## src/rtl/bcd_cascade_counter.sv

```systemverilog
// Cascaded modulo-N digit counter for the stopwatch timebase: up/down
// counting, synchronous clear, lap freeze of the display, a full-wrap pulse
// and a sticky overflow flag.
module bcd_cascade_counter #(
  parameter int unsigned NUM_DIGITS  = 4,
  parameter logic [31:0] MOD_PATTERN = 32'h00006A6A
) (
  input  logic                    clk,
  input  logic                    reset,
  input  logic                    tick,
  input  logic                    up_dn,
  input  logic                    clear,
  input  logic                    lap,
  output logic [4*NUM_DIGITS-1:0] count,
  output logic [4*NUM_DIGITS-1:0] display,
  output logic                    lap_active,
  output logic                    carry_out,
  output logic                    overflow
);

  localparam int unsigned DW = 4;
  localparam int unsigned CW = DW * NUM_DIGITS;

  // Reject unsupported digit counts and moduli when the design is elaborated.
  if (NUM_DIGITS < 1 || NUM_DIGITS > 8) begin : g_bad_num_digits
    $fatal(1, "bcd_cascade_counter: NUM_DIGITS must be 1..8");
  end

  for (genvar g = 0; g < NUM_DIGITS; g++) begin : g_mod_chk
    if (MOD_PATTERN[DW*g +: DW] < 4'd2 || MOD_PATTERN[DW*g +: DW] > 4'd10) begin : g_bad_mod
      $fatal(1, "bcd_cascade_counter: digit modulus must be 2..10");
    end
  end

  logic [CW-1:0] count_q, count_d;
  logic [CW-1:0] lap_reg_q, lap_reg_d;
  logic          lap_active_q, lap_active_d;
  logic          carry_q, carry_d;
  logic          ovf_q, ovf_d;
  logic          lap_prev_q, lap_prev_d;
  logic          lap_rise;
  logic          chain;
  logic [DW-1:0] dig;
  logic [DW-1:0] mod_i;

  assign lap_rise = lap & ~lap_prev_q;

  // Next-state: clear beats tick; each digit steps only while every lower
  // digit sits at its rollover value, and a chain that rolls all the way
  // through is the full wrap.
  always_comb begin
    count_d      = count_q;
    lap_reg_d    = lap_reg_q;
    lap_active_d = lap_active_q;
    carry_d      = 1'b0;
    ovf_d        = ovf_q;
    lap_prev_d   = lap;
    chain        = 1'b1;
    dig          = '0;
    mod_i        = '0;
    if (clear) begin
      count_d      = '0;
      ovf_d        = 1'b0;
      lap_active_d = 1'b0;
    end else begin
      if (tick) begin
        for (int i = 0; i < int'(NUM_DIGITS); i++) begin
          dig   = count_q[DW*i +: DW];
          mod_i = MOD_PATTERN[DW*i +: DW];
          if (chain) begin
            if (up_dn) begin
              count_d[DW*i +: DW] = (dig >= mod_i - 4'd1) ? 4'd0 : dig + 4'd1;
            end else begin
              count_d[DW*i +: DW] = (dig == 4'd0 || dig >= mod_i) ? mod_i - 4'd1 : dig - 4'd1;
            end
          end
          chain = chain & (up_dn ? (dig >= mod_i - 4'd1) : (dig == 4'd0));
        end
        if (chain) begin
          carry_d = 1'b1;
          ovf_d   = 1'b1;
        end
      end
      // Lap edge toggles the freeze; capture uses the pre-tick count.
      if (lap_rise) begin
        if (!lap_active_q) begin
          lap_reg_d    = count_q;
          lap_active_d = 1'b1;
        end else begin
          lap_active_d = 1'b0;
        end
      end
    end
  end

  // State registers with asynchronous active-low reset.
  always_ff @(posedge clk or negedge reset) begin
    if (!reset) begin
      count_q      <= '0;
      lap_reg_q    <= '0;
      lap_active_q <= 1'b0;
      carry_q      <= 1'b0;
      ovf_q        <= 1'b0;
      lap_prev_q   <= 1'b0;
    end else begin
      count_q      <= count_d;
      lap_reg_q    <= lap_reg_d;
      lap_active_q <= lap_active_d;
      carry_q      <= carry_d;
      ovf_q        <= ovf_d;
      lap_prev_q   <= lap_prev_d;
    end
  end

  assign count      = count_q;
  assign display    = lap_active_q ? lap_reg_q : count_q;
  assign lap_active = lap_active_q;
  assign carry_out  = carry_q;
  assign overflow   = ovf_q;

endmodule

```

## config.mk

```make
export PLATFORM = sky130hd
export DESIGN_NAME = bcd_cascade_counter
export DESIGN_NICKNAME = d
export VERILOG_FILES = /design/src/rtl/bcd_cascade_counter.sv
export SDC_FILE = /design/constraint.sdc
export NUM_CORES = 1
export LEC_CHECK = 0
export BUFFER_PORTS_ARGS = -buffer_cell sky130_fd_sc_hd__buf_2
export CAP_MARGIN = 15
export CORE_UTILIZATION = 42
export CTS_CLUSTER_DIAMETER = 100
export DETAILED_ROUTE_END_ITERATION = 12
export HOLD_SLACK_MARGIN = 0.05
export PLACE_DENSITY_LB_ADDON = 0.12
export SYNTH_ARGS = -nofsm -noshare
export SYNTH_HDL_FRONTEND = slang
export SYNTH_SLANG_ARGS = --single-unit
```

## constraint.sdc

```tcl
create_clock -name clk -period 2.3 [get_ports clk]
set_input_delay 0.345 -clock clk [delete_from_list [all_inputs] [get_ports clk]]
set_output_delay 0.345 -clock clk [all_outputs]
set_load 0.03 [all_outputs]
```

==> impl_metrics.yaml, run 1 <==
cts:
  cts_max_path_buffers: 2
  htree_num_levels: 2
  path_clk_slew_ns: 0.08
  cts_sinks: 36
  root_buffer: "clkbuf_8"
  clock_latency_ns: 0.29
  cts_made_buffers: 5
  cts_tree: "yes"
critical_path:
  reg2reg_slack_ns: 0.27
  cp.arrival_ns: 2.25
  crit_path_cell_trace: "inv_1 > ha_1 > nor3b_4 > nor3_2 > o221ai_2 > or2_1 > a21oi_2"
  rr_endpoint: "overflow"
  crit_path_top_delay_cell: "dfrtp_1"
  path_class: "reg2reg"
  r2r_cells: 7
  end_kind: "register"
  slowest_delay_ns: 0.46
  critPathMaxFanout: 8
  crit_family: "simple AND/OR/NAND/NOR gates"
  worst_setup_path_start_kind: "register"
  critPathRequiredTime_ns: 2.52
  r2r_start: "count[1]"
  worst-path-stages: 7
  cp.buffers_inverters: 1
power_and_ir_drop:
  switching_share_pct: 33.99
  p_comb_share_pct: 29.1
  intPower_mw: 1.111
  vdd_drop_max_mv: 0.2984
  seq_power_share_pct: 43.1
  p_clk_share_pct: 27.8
  leakagePower_nw: 1.389
  p_per_area_nw_per_um2: 578.5
  switching_power_mw: 0.5720
synth:
  syn_nets: 286
  ys_seq_elements: 36
  syn_inst: 260
  synth_edf_count: 0
  yosysSeqAreaShare_pct: 35.24
  avgSynthCellArea_um2: 9.832
  async_reset_ff_share_pct: 100.0
  synth.most_common_cell: "dfrtp_1"
  ys_top_cells_by_count: "dfrtp_1 (36), mux2_2 (22), nand2_1 (22), ha_1 (20), o21ai_0 (19)"
  yosys-top-cells-area: "dfrtp_1 (35%), ha_1 (9.8%), mux2_2 (9.7%), o21ai_0 (3.7%), nand2_1 (3.2%)"
  ys.flop_type: "dfrtp_1"
  syn_area_um2: 2556
  yosysWarnings: 0
  synth.top_cell.area_share_pct: 35.24
  yosysUniqueCellTypes: 64
  synth_area_leader_cell: "dfrtp_1"
timing:
  setup_tns_ns: 0
  fin_crit_sh_pct: 88.21
  slew_viol_final: 0
  slew_headroom_pct: 44.04
  setup_viol: 0
  skew_ns: 0.007901
  final.setup.worst_slack_ns: 0.2711
  max_freq_mhz: 492.9
  whs_ns: 0.1585
  tightest_slew_ns: 0.8394
  finalHoldViolations: 0
  min_period_ns: 2.029
  rsz0062_at_grt: "no"
routing:
  drt_pass1_iterations: 4
  route.detailed.drc: 0
  avgRoutedWirePerCell_um: 14.96
  drtAntennaViolNets: 0
  wl_mm: 5.654
  via_per_inst: 5.389
  num_vias: 2037
  drt_iter0_drc: 83
floorplan:
  dieArea_um2: 6402
  start_util_pct: 43.43
  die_w_um: 80.02
  pin_count: 41
  core_um2: 5886
  rows: 28
  fp.dieH_um: 80.02
placed_design:
  dpl_cell_area_um2: 2816
  io_buffers: 40
  dp_hpwl_mm: 4.036
  pre_cts_ws_ns: 0.2692
  gp_congestion: 0.8176
cells_and_area:
  design_area_um2: 2909
  drive_gt1_share_pct: 33.33
  antennaDiodeCount: 0
  synthToLayoutAreaGrowth_pct: 13.80
  nNetsFinal: 328
grt:
  first_global_vias: 2006
  grt_pass1_wl_mm: 9.666
  grt_max_degree: 37
  overflow: 0
  track_usage_pct: 19.54
  antenna_found_initial: 0
hold_path:
  holdCritPathClass: "in2async"
run:
  max_cap_violations: 0
outcome:
  outcome: "finished clean"
registers in the layout (all words and copies together) (netlist names):
name,count
carry_out,1
lap_prev_q,1
count,16
lap_reg_q,16
lap_active,1
overflow,1
kinds of logic after synthesis:
family / Yosys count / synth area share (%)
and+or+nand+nor: 79 / 18.21
xor gates and xnor gates: 2 / 0.6854
buffers and inverters: 30 / 6.460
DFF: 36 / 35.24
muxes: 27 / 11.65
AOI/OAI and AO/OA: 66 / 17.96
adders and majority gates: 20 / 9.790
cell usage in the layout, fill, tap and decap left out, drive strengths merged, types with 3 or more instances in the layout:
cell    instances
buf            50
dfrtp          36
nand2          22
mux2           22
ha             20
o21ai          19
nor2           17
inv            15
a21oi          15
nor3            7
clkbuf          6
mux2i           5
nand3           4
nor3b           4
nor2b           3
o211ai          3
o21a            3
o41ai           3
a221oi          3
and2            3
or2             3
or3             3
nor4            3
cell type report:
cell class | instances | area (µm²)
sequential | 36 | 900.9
fill | 560 | 2977
multi-input combinational | 194 | 1490
clock buffer | 6 | 82.58
inverter | 15 | 56.30
timing repair buffer | 50 | 275.3
tap | 75 | 93.84
clock inverter | 2 | 10.01
worst max path at each step:
stage | start | to
2_1_floorplan | count[0] | overflow
3_3_place_gp | count[1] | overflow
3_5_place_dp | count[0] | count[2]
4_1_cts | count[0] | count[2]
5_1_grt | count[1] | count[2]
6_report | count[1] | overflow
per-stage QoR:
stage	power, mW	cells	util, %
after floorplan	1.103	260	-
after global placement	1.225	370	47.85
after detailed placement	1.228	370	47.85
after CTS	1.710	378	49.43
after global routing	1.788	378	49.43
final	1.683	378	49.43
power groups by stage:
stage | clock network (mW) | logic [mW] | registers, mW
after floorplan | 0 | 0.342 | 0.761
after global placement | 0 | 0.489 | 0.736
after detailed placement | 0 | 0.490 | 0.738
after CTS | 0.490 | 0.493 | 0.726
after global routing | 0.511 | 0.542 | 0.735
final | 0.468 | 0.489 | 0.726
metal layers:
layer | GRT usage [%] | vias up | part of all wire (%)
li1 | - | 1017 | -
met1 | 24.86 | 972 | 48
met2 | 32.39 | 39 | 47
met3 | 4.114 | 9 | 3.5
met4 | 7.143 | 0 | 1.6
met5 | 0 | - | 0
repair_timing:
action / CTS / global route
setup buffers: 0 / 0
endpoints found under the setup margin: 0 / 1
hold buffers: 0 / 0
resized for setup: 0 / 1
endpoints found under the hold margin: 0 / 0
(Power assumes the default switching activity.)
==> run 2: changes to the inputs <==
- RECOVER_POWER: not set -> 100
==> impl_metrics.yaml, run 2 (same netlist as run 1, synthesis figures left out) <==
power_and_ir_drop:
  switching_share_pct: 34.35
  finalPower_mw: 1.667
  p_per_area_nw_per_um2: 583.0
  intPower_mw: 1.094
  leakagePower_nw: 1.262
  switching_power_mw: 0.5725
  p_clk_share_pct: 28.1
  seq_power_share_pct: 43.5
  vdd_drop_max_mv: 0.2942
  p_comb_share_pct: 28.4
cts:
  holdBufCountCts: 0
  clock_latency_ns: 0.29
  cts_made_buffers: 5
  post_cts_resized: 0
  post_cts_buffers: 0
  cts_max_path_buffers: 2
  cts_sinks: 36
  path_clk_slew_ns: 0.07
  root_buffer: "clkbuf_8"
  cts_tree: "yes"
  htree_num_levels: 2
floorplan:
  core_um2: 5886
  dieArea_um2: 6402
  start_util_pct: 43.43
  rows: 28
  die_w_um: 80.02
  pin_count: 41
  fp.dieH_um: 80.02
critical_path:
  path_class: "reg2out"
  crit_path_cell_trace: "clkbuf_1 > mux2_2 > clkbuf_2"
  reg2reg_slack_ns: 0.24
  r2r_start: "count[1]"
  slowest_delay_ns: 0.53
  crit_path_top_delay_cell: "clkbuf_1"
  crit_family: "buffers and inverters"
  critPathRequiredTime_ns: 1.96
  worst_setup_path_start_kind: "register"
  rr_endpoint: "count[14]"
  critPathMaxFanout: 16
  cp.buffers_inverters: 2
  end_kind: "output port"
  r2r_cells: 7
  cp.arrival_ns: 1.75
routing:
  wl_mm: 5.668
  avgRoutedWirePerCell_um: 14.99
  via_per_inst: 5.384
  drt_iter0_drc: 91
  num_vias: 2035
  route.detailed.drc: 0
  drtAntennaViolNets: 0
  drt_pass1_iterations: 4
cells_and_area:
  synthToLayoutAreaGrowth_pct: 11.85
  drive_gt1_share_pct: 22.77
  nNetsFinal: 328
  nFillCells: 575
  final_util_pct: 48.58
  layout_common_cells: "dfrtp_1 (36), clkbuf_1 (29), nand2_1 (22)"
  final_common_cell: "dfrtp_1"
  antennaDiodeCount: 0
timing:
  setup_viol: 0
  slew_headroom_pct: 37.11
  skew_ns: 0.007442
  fin_crit_sh_pct: 91.15
  tightest_slew_ns: 0.9433
  setup_tns_ns: 0
  finalHoldViolations: 0
  max_freq_mhz: 477.0
  min_period_ns: 2.096
  rsz0062_at_grt: "no"
  slew_viol_final: 0
hold_path:
  holdCritPathClass: "in2reg"
  whs_path_depth: 1
  hold_end: "lap_prev_q"
  hold_start: "lap"
grt:
  grt_max_degree: 37
  first_global_vias: 2006
  track_usage_pct: 19.54
  antenna_found_initial: 0
  grt_pass1_wl_mm: 9.666
  overflow: 0
placed_design:
  io_buffers: 40
  dp_hpwl_mm: 4.036
  gp_congestion: 0.8176
outcome:
  outcome: "finished clean"
run:
  max_cap_violations: 0
## run 2: stage by stage
step / cells / hold WS, ns / area, µm² / setup WS, ns
6_report: 378 / 0.1804 / 2859 / 0.2036
5_1_grt: 378 / 0.1687 / 2859 / 0.02453
4_1_cts: 378 / 0.1733 / 2909 / 0.2398
3_5_place_dp: 370 / 0.4755 / 2816 / 0.2692
3_3_place_gp: 370 / 0.4635 / 2816 / 0.3152
2_1_floorplan: 260 / 0.04941 / 2556 / 0.2269
## run 2: area by class of cell
type,instances,area [µm²],area share (%)
flip-flops and latches,36,900.9,31.51
multi-input cells,194,1484,51.90
clock inverters,2,10.01,0.3501
inverters,15,56.30,1.969
well taps,75,93.84,3.282
clock buffers,6,82.58,2.888
repair buffers,50,231.5,8.096
## run 2: power groups by stage
stage	combinational [mW]	clock, mW	sequential (mW)
floorplan	0.342	0	0.761
finish	0.473	0.469	0.726
detailed placement	0.490	0	0.738
global route	0.525	0.511	0.735
CTS	0.493	0.490	0.726
global placement	0.489	0	0.736
## run 2: per-layer routing
layer	share of wire [%]	wire length, µm	GRT usage, %
met1	48	2735	24.86
met4	1.6	93	7.143
met5	0	0	0
met3	3.3	187	4.114
met2	47	2652	32.39
## run 2: worst max-delay path by stage
| stage | from | endpoint | slack [ns] | cells after the start |
|---|---|---|---|---|
| 2_1_floorplan | count[0] | overflow | 0.23 | 7 |
| 3_3_place_gp | count[1] | overflow | 0.32 | 7 |
| 3_5_place_dp | count[0] | count[2] | 0.27 | 7 |
| 4_1_cts | count[0] | count[2] | 0.24 | 7 |
| 5_1_grt | count[1] | count[2] | 0.02 | 7 |
| 6_report | lap_active | display[15] | 0.20 | 3 |
